## src/rtl/mem_port_arbiter_if.sv

```systemverilog
// Bus bundle between the fetch/LSU requesters, the DRAM port and mem_port_arbiter.
// The slave modport is the arbiter's view; master is the requester/memory side.
interface mem_port_arbiter_if #(
  parameter int AW = 32
);
  logic          if_req_ip;
  logic [AW-1:0] if_addr_ip;
  logic          if_gnt_op;
  logic          if_rvalid_op;
  logic [31:0]   if_rdata_op;

  logic          lsu_req_ip;
  logic          lsu_we_ip;
  logic [AW-1:0] lsu_addr_ip;
  logic [31:0]   lsu_wdata_ip;
  logic          lsu_gnt_op;
  logic          lsu_rvalid_op;
  logic [31:0]   lsu_rdata_op;

  logic          mem_req_op;
  logic          mem_we_op;
  logic [AW-1:0] mem_addr_op;
  logic [31:0]   mem_wdata_op;
  logic          mem_rvalid_ip;
  logic [31:0]   mem_rdata_ip;

  modport slave (
    input  if_req_ip, if_addr_ip,
    output if_gnt_op, if_rvalid_op, if_rdata_op,
    input  lsu_req_ip, lsu_we_ip, lsu_addr_ip, lsu_wdata_ip,
    output lsu_gnt_op, lsu_rvalid_op, lsu_rdata_op,
    output mem_req_op, mem_we_op, mem_addr_op, mem_wdata_op,
    input  mem_rvalid_ip, mem_rdata_ip
  );

  modport master (
    output if_req_ip, if_addr_ip,
    input  if_gnt_op, if_rvalid_op, if_rdata_op,
    output lsu_req_ip, lsu_we_ip, lsu_addr_ip, lsu_wdata_ip,
    input  lsu_gnt_op, lsu_rvalid_op, lsu_rdata_op,
    input  mem_req_op, mem_we_op, mem_addr_op, mem_wdata_op,
    output mem_rvalid_ip, mem_rdata_ip
  );
endinterface

```

## src/rtl/mem_port_arbiter.sv

```systemverilog
// Single-outstanding DRAM port arbiter for fetch and LSU with response timeout.
// Define ARB_ROUND_ROBIN_EN to alternate simultaneous requests instead of fixed LSU priority.
module mem_port_arbiter #(
  parameter int TIMEOUT_CYC = 16,
  parameter int AW          = 32
) (
  input  logic              clock,
  input  logic              reset,
  mem_port_arbiter_if.slave bus,
  output logic              if_stall_op,
  output logic              err_op
);
  localparam int               CNT_W    = $clog2(TIMEOUT_CYC + 1);
  localparam logic [CNT_W-1:0] CNT_LAST = CNT_W'(TIMEOUT_CYC - 1);

  typedef enum logic [1:0] {IDLE = 2'd0, BUSY_IF = 2'd1, BUSY_LSU = 2'd2} state_t;

  state_t           state_q, state_d;
  logic [CNT_W-1:0] cnt_q, cnt_d;
  logic             err_q, err_d;
  logic             pend_we_q, pend_we_d;
`ifdef ARB_ROUND_ROBIN_EN
  logic             last_lsu_q, last_lsu_d;
`endif

  logic          arb_en, pick_lsu, pick_if;
  logic          if_gnt, lsu_gnt, if_rvalid, lsu_rvalid, mem_req, mem_we;
  logic [31:0]   if_rdata, lsu_rdata, mem_wdata;
  logic [AW-1:0] mem_addr;

  always_comb begin
`ifdef ARB_ROUND_ROBIN_EN
    pick_lsu = bus.lsu_req_ip && (!bus.if_req_ip || !last_lsu_q);
`else
    pick_lsu = bus.lsu_req_ip;
`endif
    pick_if = bus.if_req_ip && !pick_lsu;
  end

  always_comb begin
    state_d    = state_q;
    cnt_d      = cnt_q;
    err_d      = err_q;
    pend_we_d  = pend_we_q;
`ifdef ARB_ROUND_ROBIN_EN
    last_lsu_d = last_lsu_q;
`endif
    arb_en     = 1'b0;
    if_gnt     = 1'b0;
    lsu_gnt    = 1'b0;
    if_rvalid  = 1'b0;
    lsu_rvalid = 1'b0;
    if_rdata   = '0;
    lsu_rdata  = '0;
    mem_req    = 1'b0;
    mem_we     = 1'b0;
    mem_addr   = '0;
    mem_wdata  = '0;
    if (!reset) begin
      case (state_q)
        IDLE: arb_en = 1'b1;
        BUSY_IF, BUSY_LSU: begin
          if (bus.mem_rvalid_ip) begin
            if (state_q == BUSY_IF) begin
              if_rvalid = 1'b1;
              if_rdata  = bus.mem_rdata_ip;
            end else begin
              lsu_rvalid = 1'b1;
              lsu_rdata  = pend_we_q ? 32'd0 : bus.mem_rdata_ip;
            end
            state_d = IDLE;
            arb_en  = 1'b1;
          end else if (cnt_q == CNT_LAST) begin
            // Abort: the requester gets a zero-data response so it never hangs.
            if (state_q == BUSY_IF) if_rvalid = 1'b1;
            else                    lsu_rvalid = 1'b1;
            err_d   = 1'b1;
            state_d = IDLE;
          end else begin
            cnt_d = cnt_q + 1'b1;
          end
        end
        default: state_d = IDLE;
      endcase

      if (arb_en && pick_lsu) begin
        lsu_gnt   = 1'b1;
        mem_req   = 1'b1;
        mem_we    = bus.lsu_we_ip;
        mem_addr  = bus.lsu_addr_ip;
        mem_wdata = bus.lsu_wdata_ip;
        pend_we_d = bus.lsu_we_ip;
        cnt_d     = '0;
        state_d   = BUSY_LSU;
`ifdef ARB_ROUND_ROBIN_EN
        last_lsu_d = 1'b1;
`endif
      end else if (arb_en && pick_if) begin
        if_gnt    = 1'b1;
        mem_req   = 1'b1;
        mem_addr  = bus.if_addr_ip;
        pend_we_d = 1'b0;
        cnt_d     = '0;
        state_d   = BUSY_IF;
`ifdef ARB_ROUND_ROBIN_EN
        last_lsu_d = 1'b0;
`endif
      end
    end
  end

  always_ff @(posedge clock) begin
    if (reset) begin
      state_q    <= IDLE;
      cnt_q      <= '0;
      err_q      <= 1'b0;
      pend_we_q  <= 1'b0;
`ifdef ARB_ROUND_ROBIN_EN
      last_lsu_q <= 1'b0;
`endif
    end else begin
      state_q    <= state_d;
      cnt_q      <= cnt_d;
      err_q      <= err_d;
      pend_we_q  <= pend_we_d;
`ifdef ARB_ROUND_ROBIN_EN
      last_lsu_q <= last_lsu_d;
`endif
    end
  end

  assign bus.if_gnt_op     = if_gnt;
  assign bus.if_rvalid_op  = if_rvalid;
  assign bus.if_rdata_op   = if_rdata;
  assign bus.lsu_gnt_op    = lsu_gnt;
  assign bus.lsu_rvalid_op = lsu_rvalid;
  assign bus.lsu_rdata_op  = lsu_rdata;
  assign bus.mem_req_op    = mem_req;
  assign bus.mem_we_op     = mem_we;
  assign bus.mem_addr_op   = mem_addr;
  assign bus.mem_wdata_op  = mem_wdata;
  assign if_stall_op       = bus.if_req_ip && !if_gnt;
  assign err_op            = err_q;
endmodule
```

## src/flat_wrapper.sv

```systemverilog
// flat-port wrapper written by rule: the top's interface ports become plain ports
module mem_port_arbiter_flat 
#(
  parameter int TIMEOUT_CYC = 16,
  parameter int AW          = 32
)
  (clock, reset, if_stall_op, err_op, bus_if_req_ip, bus_if_addr_ip, bus_if_gnt_op, bus_if_rvalid_op, bus_if_rdata_op, bus_lsu_req_ip, bus_lsu_we_ip, bus_lsu_addr_ip, bus_lsu_wdata_ip, bus_lsu_gnt_op, bus_lsu_rvalid_op, bus_lsu_rdata_op, bus_mem_req_op, bus_mem_we_op, bus_mem_addr_op, bus_mem_wdata_op, bus_mem_rvalid_ip, bus_mem_rdata_ip);
  mem_port_arbiter_if #(.AW(AW)) bus_i ();
  input  logic clock;
  input  logic reset;
  output logic if_stall_op;
  output logic err_op;
  input wire logic [$bits(bus_i.if_req_ip)-1:0] bus_if_req_ip;
  input wire logic [$bits(bus_i.if_addr_ip)-1:0] bus_if_addr_ip;
  output wire logic [$bits(bus_i.if_gnt_op)-1:0] bus_if_gnt_op;
  output wire logic [$bits(bus_i.if_rvalid_op)-1:0] bus_if_rvalid_op;
  output wire logic [$bits(bus_i.if_rdata_op)-1:0] bus_if_rdata_op;
  input wire logic [$bits(bus_i.lsu_req_ip)-1:0] bus_lsu_req_ip;
  input wire logic [$bits(bus_i.lsu_we_ip)-1:0] bus_lsu_we_ip;
  input wire logic [$bits(bus_i.lsu_addr_ip)-1:0] bus_lsu_addr_ip;
  input wire logic [$bits(bus_i.lsu_wdata_ip)-1:0] bus_lsu_wdata_ip;
  output wire logic [$bits(bus_i.lsu_gnt_op)-1:0] bus_lsu_gnt_op;
  output wire logic [$bits(bus_i.lsu_rvalid_op)-1:0] bus_lsu_rvalid_op;
  output wire logic [$bits(bus_i.lsu_rdata_op)-1:0] bus_lsu_rdata_op;
  output wire logic [$bits(bus_i.mem_req_op)-1:0] bus_mem_req_op;
  output wire logic [$bits(bus_i.mem_we_op)-1:0] bus_mem_we_op;
  output wire logic [$bits(bus_i.mem_addr_op)-1:0] bus_mem_addr_op;
  output wire logic [$bits(bus_i.mem_wdata_op)-1:0] bus_mem_wdata_op;
  input wire logic [$bits(bus_i.mem_rvalid_ip)-1:0] bus_mem_rvalid_ip;
  input wire logic [$bits(bus_i.mem_rdata_ip)-1:0] bus_mem_rdata_ip;
  assign bus_i.if_req_ip = bus_if_req_ip;
  assign bus_i.if_addr_ip = bus_if_addr_ip;
  assign bus_if_gnt_op = bus_i.if_gnt_op;
  assign bus_if_rvalid_op = bus_i.if_rvalid_op;
  assign bus_if_rdata_op = bus_i.if_rdata_op;
  assign bus_i.lsu_req_ip = bus_lsu_req_ip;
  assign bus_i.lsu_we_ip = bus_lsu_we_ip;
  assign bus_i.lsu_addr_ip = bus_lsu_addr_ip;
  assign bus_i.lsu_wdata_ip = bus_lsu_wdata_ip;
  assign bus_lsu_gnt_op = bus_i.lsu_gnt_op;
  assign bus_lsu_rvalid_op = bus_i.lsu_rvalid_op;
  assign bus_lsu_rdata_op = bus_i.lsu_rdata_op;
  assign bus_mem_req_op = bus_i.mem_req_op;
  assign bus_mem_we_op = bus_i.mem_we_op;
  assign bus_mem_addr_op = bus_i.mem_addr_op;
  assign bus_mem_wdata_op = bus_i.mem_wdata_op;
  assign bus_i.mem_rvalid_ip = bus_mem_rvalid_ip;
  assign bus_i.mem_rdata_ip = bus_mem_rdata_ip;
  mem_port_arbiter #(.TIMEOUT_CYC(TIMEOUT_CYC), .AW(AW)) u_core (.clock(clock), .reset(reset), .bus(bus_i), .if_stall_op(if_stall_op), .err_op(err_op));
endmodule
```

## config.mk

```make
export PLATFORM = sky130hd
export DESIGN_NAME = mem_port_arbiter_flat
export DESIGN_NICKNAME = d
export VERILOG_FILES = /design/src/rtl/mem_port_arbiter_if.sv /design/src/rtl/mem_port_arbiter.sv /design/src/flat_wrapper.sv
export SDC_FILE = /design/constraint.sdc
export NUM_CORES = 1
export LEC_CHECK = 0
export CORE_AREA = 2 2 106 108
export DETAILED_ROUTE_END_ITERATION = 7
export DIE_AREA = 0 0 108 110
export GPL_TIMING_DRIVEN = 0
export HOLD_SLACK_MARGIN = 0.02
export RECOVER_POWER = 50
export SYNTH_ARGS = -nofsm -noshare
export SYNTH_HDL_FRONTEND = slang
export SYNTH_SLANG_ARGS = --single-unit
```

## constraint.sdc

```tcl
create_clock -name clock -period 4.55 [get_ports clock]
set_input_delay 1.365 -clock clock [delete_from_list [all_inputs] [get_ports clock]]
set_output_delay 1.365 -clock clock [all_outputs]
set_load 0.01 [all_outputs]
```

==> summary.md <==
| Metric | Value |
|---|---|
| Net Sw Frac | `31.4%` |
| Post-Synthesis Cells | `205` |
| Final Skew | `0.000530 ns` |
| First-pass GRT wire length | `12.8 mm` |
| Maximum clock path buffer count | `2` |
| Hold_buf cts | `0` |
| Grt total ovfl | `0` |
| Syn_area_per_cell | `7.37 µm²` |
| IO buf count | `269` |
| IO Count | `270` |
| Synth top area cells | `and2_1 40%, a22o_1 19%, dfxtp_1 12%` |
| Routed wire length | `8.93 mm` |
| Placed Area | `4380 µm²` |
| Die X | `108 µm` |
| Die area | `11,900 µm²` |
| Status | `completed` |
| Most frequent cells in the layout | `180 x clkdlybuf4s50_1, 96 x and2_1, 45 x dlygate4sd2_1` |
| CP Cell Sequence | `clkdlybuf4s50_1 > nor4b_4 > buf_4 > buf_6 > buf_4 > clkdlybuf4s50_1` |
| DP HPWL | `7.83 mm` |
| MaxCap Viol Count | `0` |
| Final Slew Violations | `0` |
| Worst reg2reg path depth | `6` |
| CP startpoint | `bus_lsu_req_ip` |
| YS warnings | `0` |
| Root Driver | `clkbuf_8` |
| Logic pwr share | `67.6%` |
| Clk_lat worst skew | `0.23 ns` |
| Finished Layout Cells | `628` |
| Worst Max-Slew Pin Slew | `0.760 ns` |
| CTS tree | `yes` |
| Leading cell type in the layout, fill and taps excluded | `clkdlybuf4s50_1` |
| Crit. End Element | `output pin` |
| DIE HEIGHT | `110 µm` |
| Worst reg-to-reg setup slack | `2.45 ns` |
| Power Dens Cells | `121 nW/µm²` |
| Worst R2R End | `u_core.state_q[0]` |
| Slew headroom | `48.9%` |
| Worst-path clk slew | `0.04 ns` |
| Largest net degree at the start of global routing | `11` |
| Vias in the first global route | `2,594` |
| Setup CP Type | `in2out` |
| Synth Net Count | `344` |
| Reg power frac | `15.6%` |
| Core Region | `10,700 µm²` |
| Area leader, netlist | `and2_1` |
| HP Class | `reg2reg` |
| Clk sinks | `9` |
| Finished Cell Area | `4540 µm²` |
| Post-synth cell types | `32` |
| Crit Reg-Reg Startpoint | `u_core.cnt_q[0]` |
| Row count | `38` |
| Crit-path max cell delay | `0.55 ns` |
| Routed Antenna Nets | `0` |
| Yosys top cell area share | `40.2%` |
| CP Capture Point | `bus_lsu_gnt_op` |
| Int Pwr | `0.000378 W` |
| Initial core utilization | `14.1%` |
| First DRT Iteration DRCs | `42` |
| Final setup fails | `0` |
| WL/cell | `14.2 µm` |
| Crit path DAT | `3.07 ns` |
| Total number of vias | `2,562` |
| P&R area growth vs syn | `201%` |
| DR vias/cell | `4.08` |
| Crit-path max FO | `10` |
| Worst IR drop on VDD | `0.0000493 V` |
| Inst Count DP | `614` |
| Reg area | `180 µm²` |
| CTS HTree Levels | `1` |
| Inserted Diodes | `0` |
| Stages on worst setup path | `6` |
| CP required | `3.18 ns` |
| Synthesis-stage register bit count | `9` |
| Period utilization | `97.5%` |
| Fin. Hold Viols | `0` |
| Netlist Area Pre-Place | `1510 µm²` |
| Post-layout util | `42.5%` |
| Antenna violations before repair | `0` |
| GRT Total Usage | `13.7%` |
| CP startpoint kind | `input pin` |
| Seq/Total Area, Yosys | `11.9%` |
| Critical path buffer and inverter count | `5` |
| Clk pwr share | `16.8%` |
| Leak | `2.30 nW` |
| CTS Buf Count | `3` |
| Proportion of layout cells with a drive suffix above 1 | `7.38%` |
| Final net count | `628` |
| DRC violations left | `0` |
| DR pass1 iterations | `4` |
| CP delay by family, top | `buffers and inverters` |
| GPL Wtd Cong | `0.835` |
| Layout filler cell count | `1,097` |
| Tmin final | `4.44 ns` |
| Fmax | `0.225 GHz` |
| Multi-input gate area | `1240 µm²` |
| Total power | `0.000551 W` |
| RSZ-0062 raised after global routing | `no` |
| Net Switching | `0.000173 W` |
| Slowest CP cell | `clkdlybuf4s50_1` |
-- flip-flops by register name (all words and copies together) (netlist names) --
| register | flops |
|---|---|
| u_core.cnt_q | 5 |
| u_core.err_op | 1 |
| u_core.pend_we_q | 1 |
| u_core.state_q | 2 |
-- worst register-to-register path, cell delays in order, from the launching register on --
cell and delay [ns]:
dfxtp_1 0.32, ha_1 0.21, and3_1 0.18, ha_1 0.25, nor3b_1 0.61, o21ai_0 0.17
a221oi_1 0.27
-- synth_stat cells --
| cell type | n |
|---|---|
| o2bb2ai_1 | 1 |
| dfxtp_1 | 9 |
| a21oi_2 | 1 |
| nand2b_1 | 2 |
| nor4b_4 | 1 |
| inv_1 | 7 |
| or3_1 | 2 |
| a221oi_1 | 1 |
| ha_1 | 5 |
| or2_2 | 1 |
| nor4bb_1 | 1 |
| nand3_1 | 1 |
| a211oi_1 | 1 |
| buf_4 | 2 |
| a21oi_1 | 1 |
| nor2_1 | 9 |
| nor4_4 | 1 |
| nor3b_1 | 1 |
| nor2b_1 | 2 |
| clkbuf_1 | 9 |
| a41o_1 | 1 |
| o31ai_1 | 1 |
| a22o_1 | 32 |
| and2_1 | 97 |
| or3b_2 | 1 |
| o21ai_0 | 3 |
| and3_1 | 2 |
| and4_1 | 1 |
| a31oi_1 | 1 |
| xnor2_1 | 2 |
| buf_2 | 5 |
| mux2i_1 | 1 |
-- layer usage --
metal	GRT usage [%]	vias up	wire, µm
met5	0	-	0
met4	3.57	0	176
met3	4.00	14	1050
met2	28.3	175	4660
met1	12.9	1108	3040
li1	-	1265	-
-- final cells by class --
class                   instances  share of cell area (%)
repair buffers                279                    60.6
flip-flops and latches          9                    3.96
inverters                       7                   0.578
plain buffers                  16                    2.64
clock buffers                   4                   0.991
well taps                     140                    3.85
multi-input cells             173                    27.4
-- stage by stage --
stage	setup TNS (ns)	setup WS (ns)	hold slack, ns
floorplan	0	0.904	0.421
global placement	-51.51	-0.586	0.461
detailed placement	-55.94	-0.591	0.474
CTS	0	0.00279	0.480
global route	0	0.0253	0.508
finish	0	0.114	0.481
-- how the worst min path moves through the flow --
stage | startpoint | endpoint | cells after the start
after floorplan | u_core.pend_we_q | u_core.pend_we_q | 2
after global placement | u_core.pend_we_q | u_core.pend_we_q | 2
after detailed placement | u_core.pend_we_q | u_core.pend_we_q | 2
after CTS | u_core.pend_we_q | u_core.pend_we_q | 2
after global routing | u_core.pend_we_q | u_core.pend_we_q | 2
final | u_core.cnt_q[3] | u_core.cnt_q[3] | 2
-- power by group through the flow --
stage | Sequential [W] | Combinational [W] | Clock (W)
floorplan | 0.0000866 | 0.000129 | 0
global placement | 0.0000871 | 0.000378 | 0
detailed placement | 0.0000871 | 0.000381 | 0
CTS | 0.0000856 | 0.000379 | 0.0000952
global route | 0.0000864 | 0.000400 | 0.0000980
finish | 0.0000857 | 0.000372 | 0.0000927
-- cells by family (layout without fill, tap and decap cells) --
logic type	Yosys count	after routing	synth area share [%]
DFF	9	9	11.9
AOI/OAI and AO/OA	43	43	23.7
xor gates and xnor gates	2	2	1.16
and+or+nand+nor	122	122	51.8
buffers and inverters	23	306	6.63
adders and majority gates	5	5	4.14
muxes	1	1	0.663
-- what timing repair did --
action / 4_1_cts / 5_1_grt
buffers inserted: 7 / 3
resized for setup: 72 / 30
pin swaps: 2 / 0
setup endpoints to repair: 133 / 83
(Power assumes the default switching activity.)
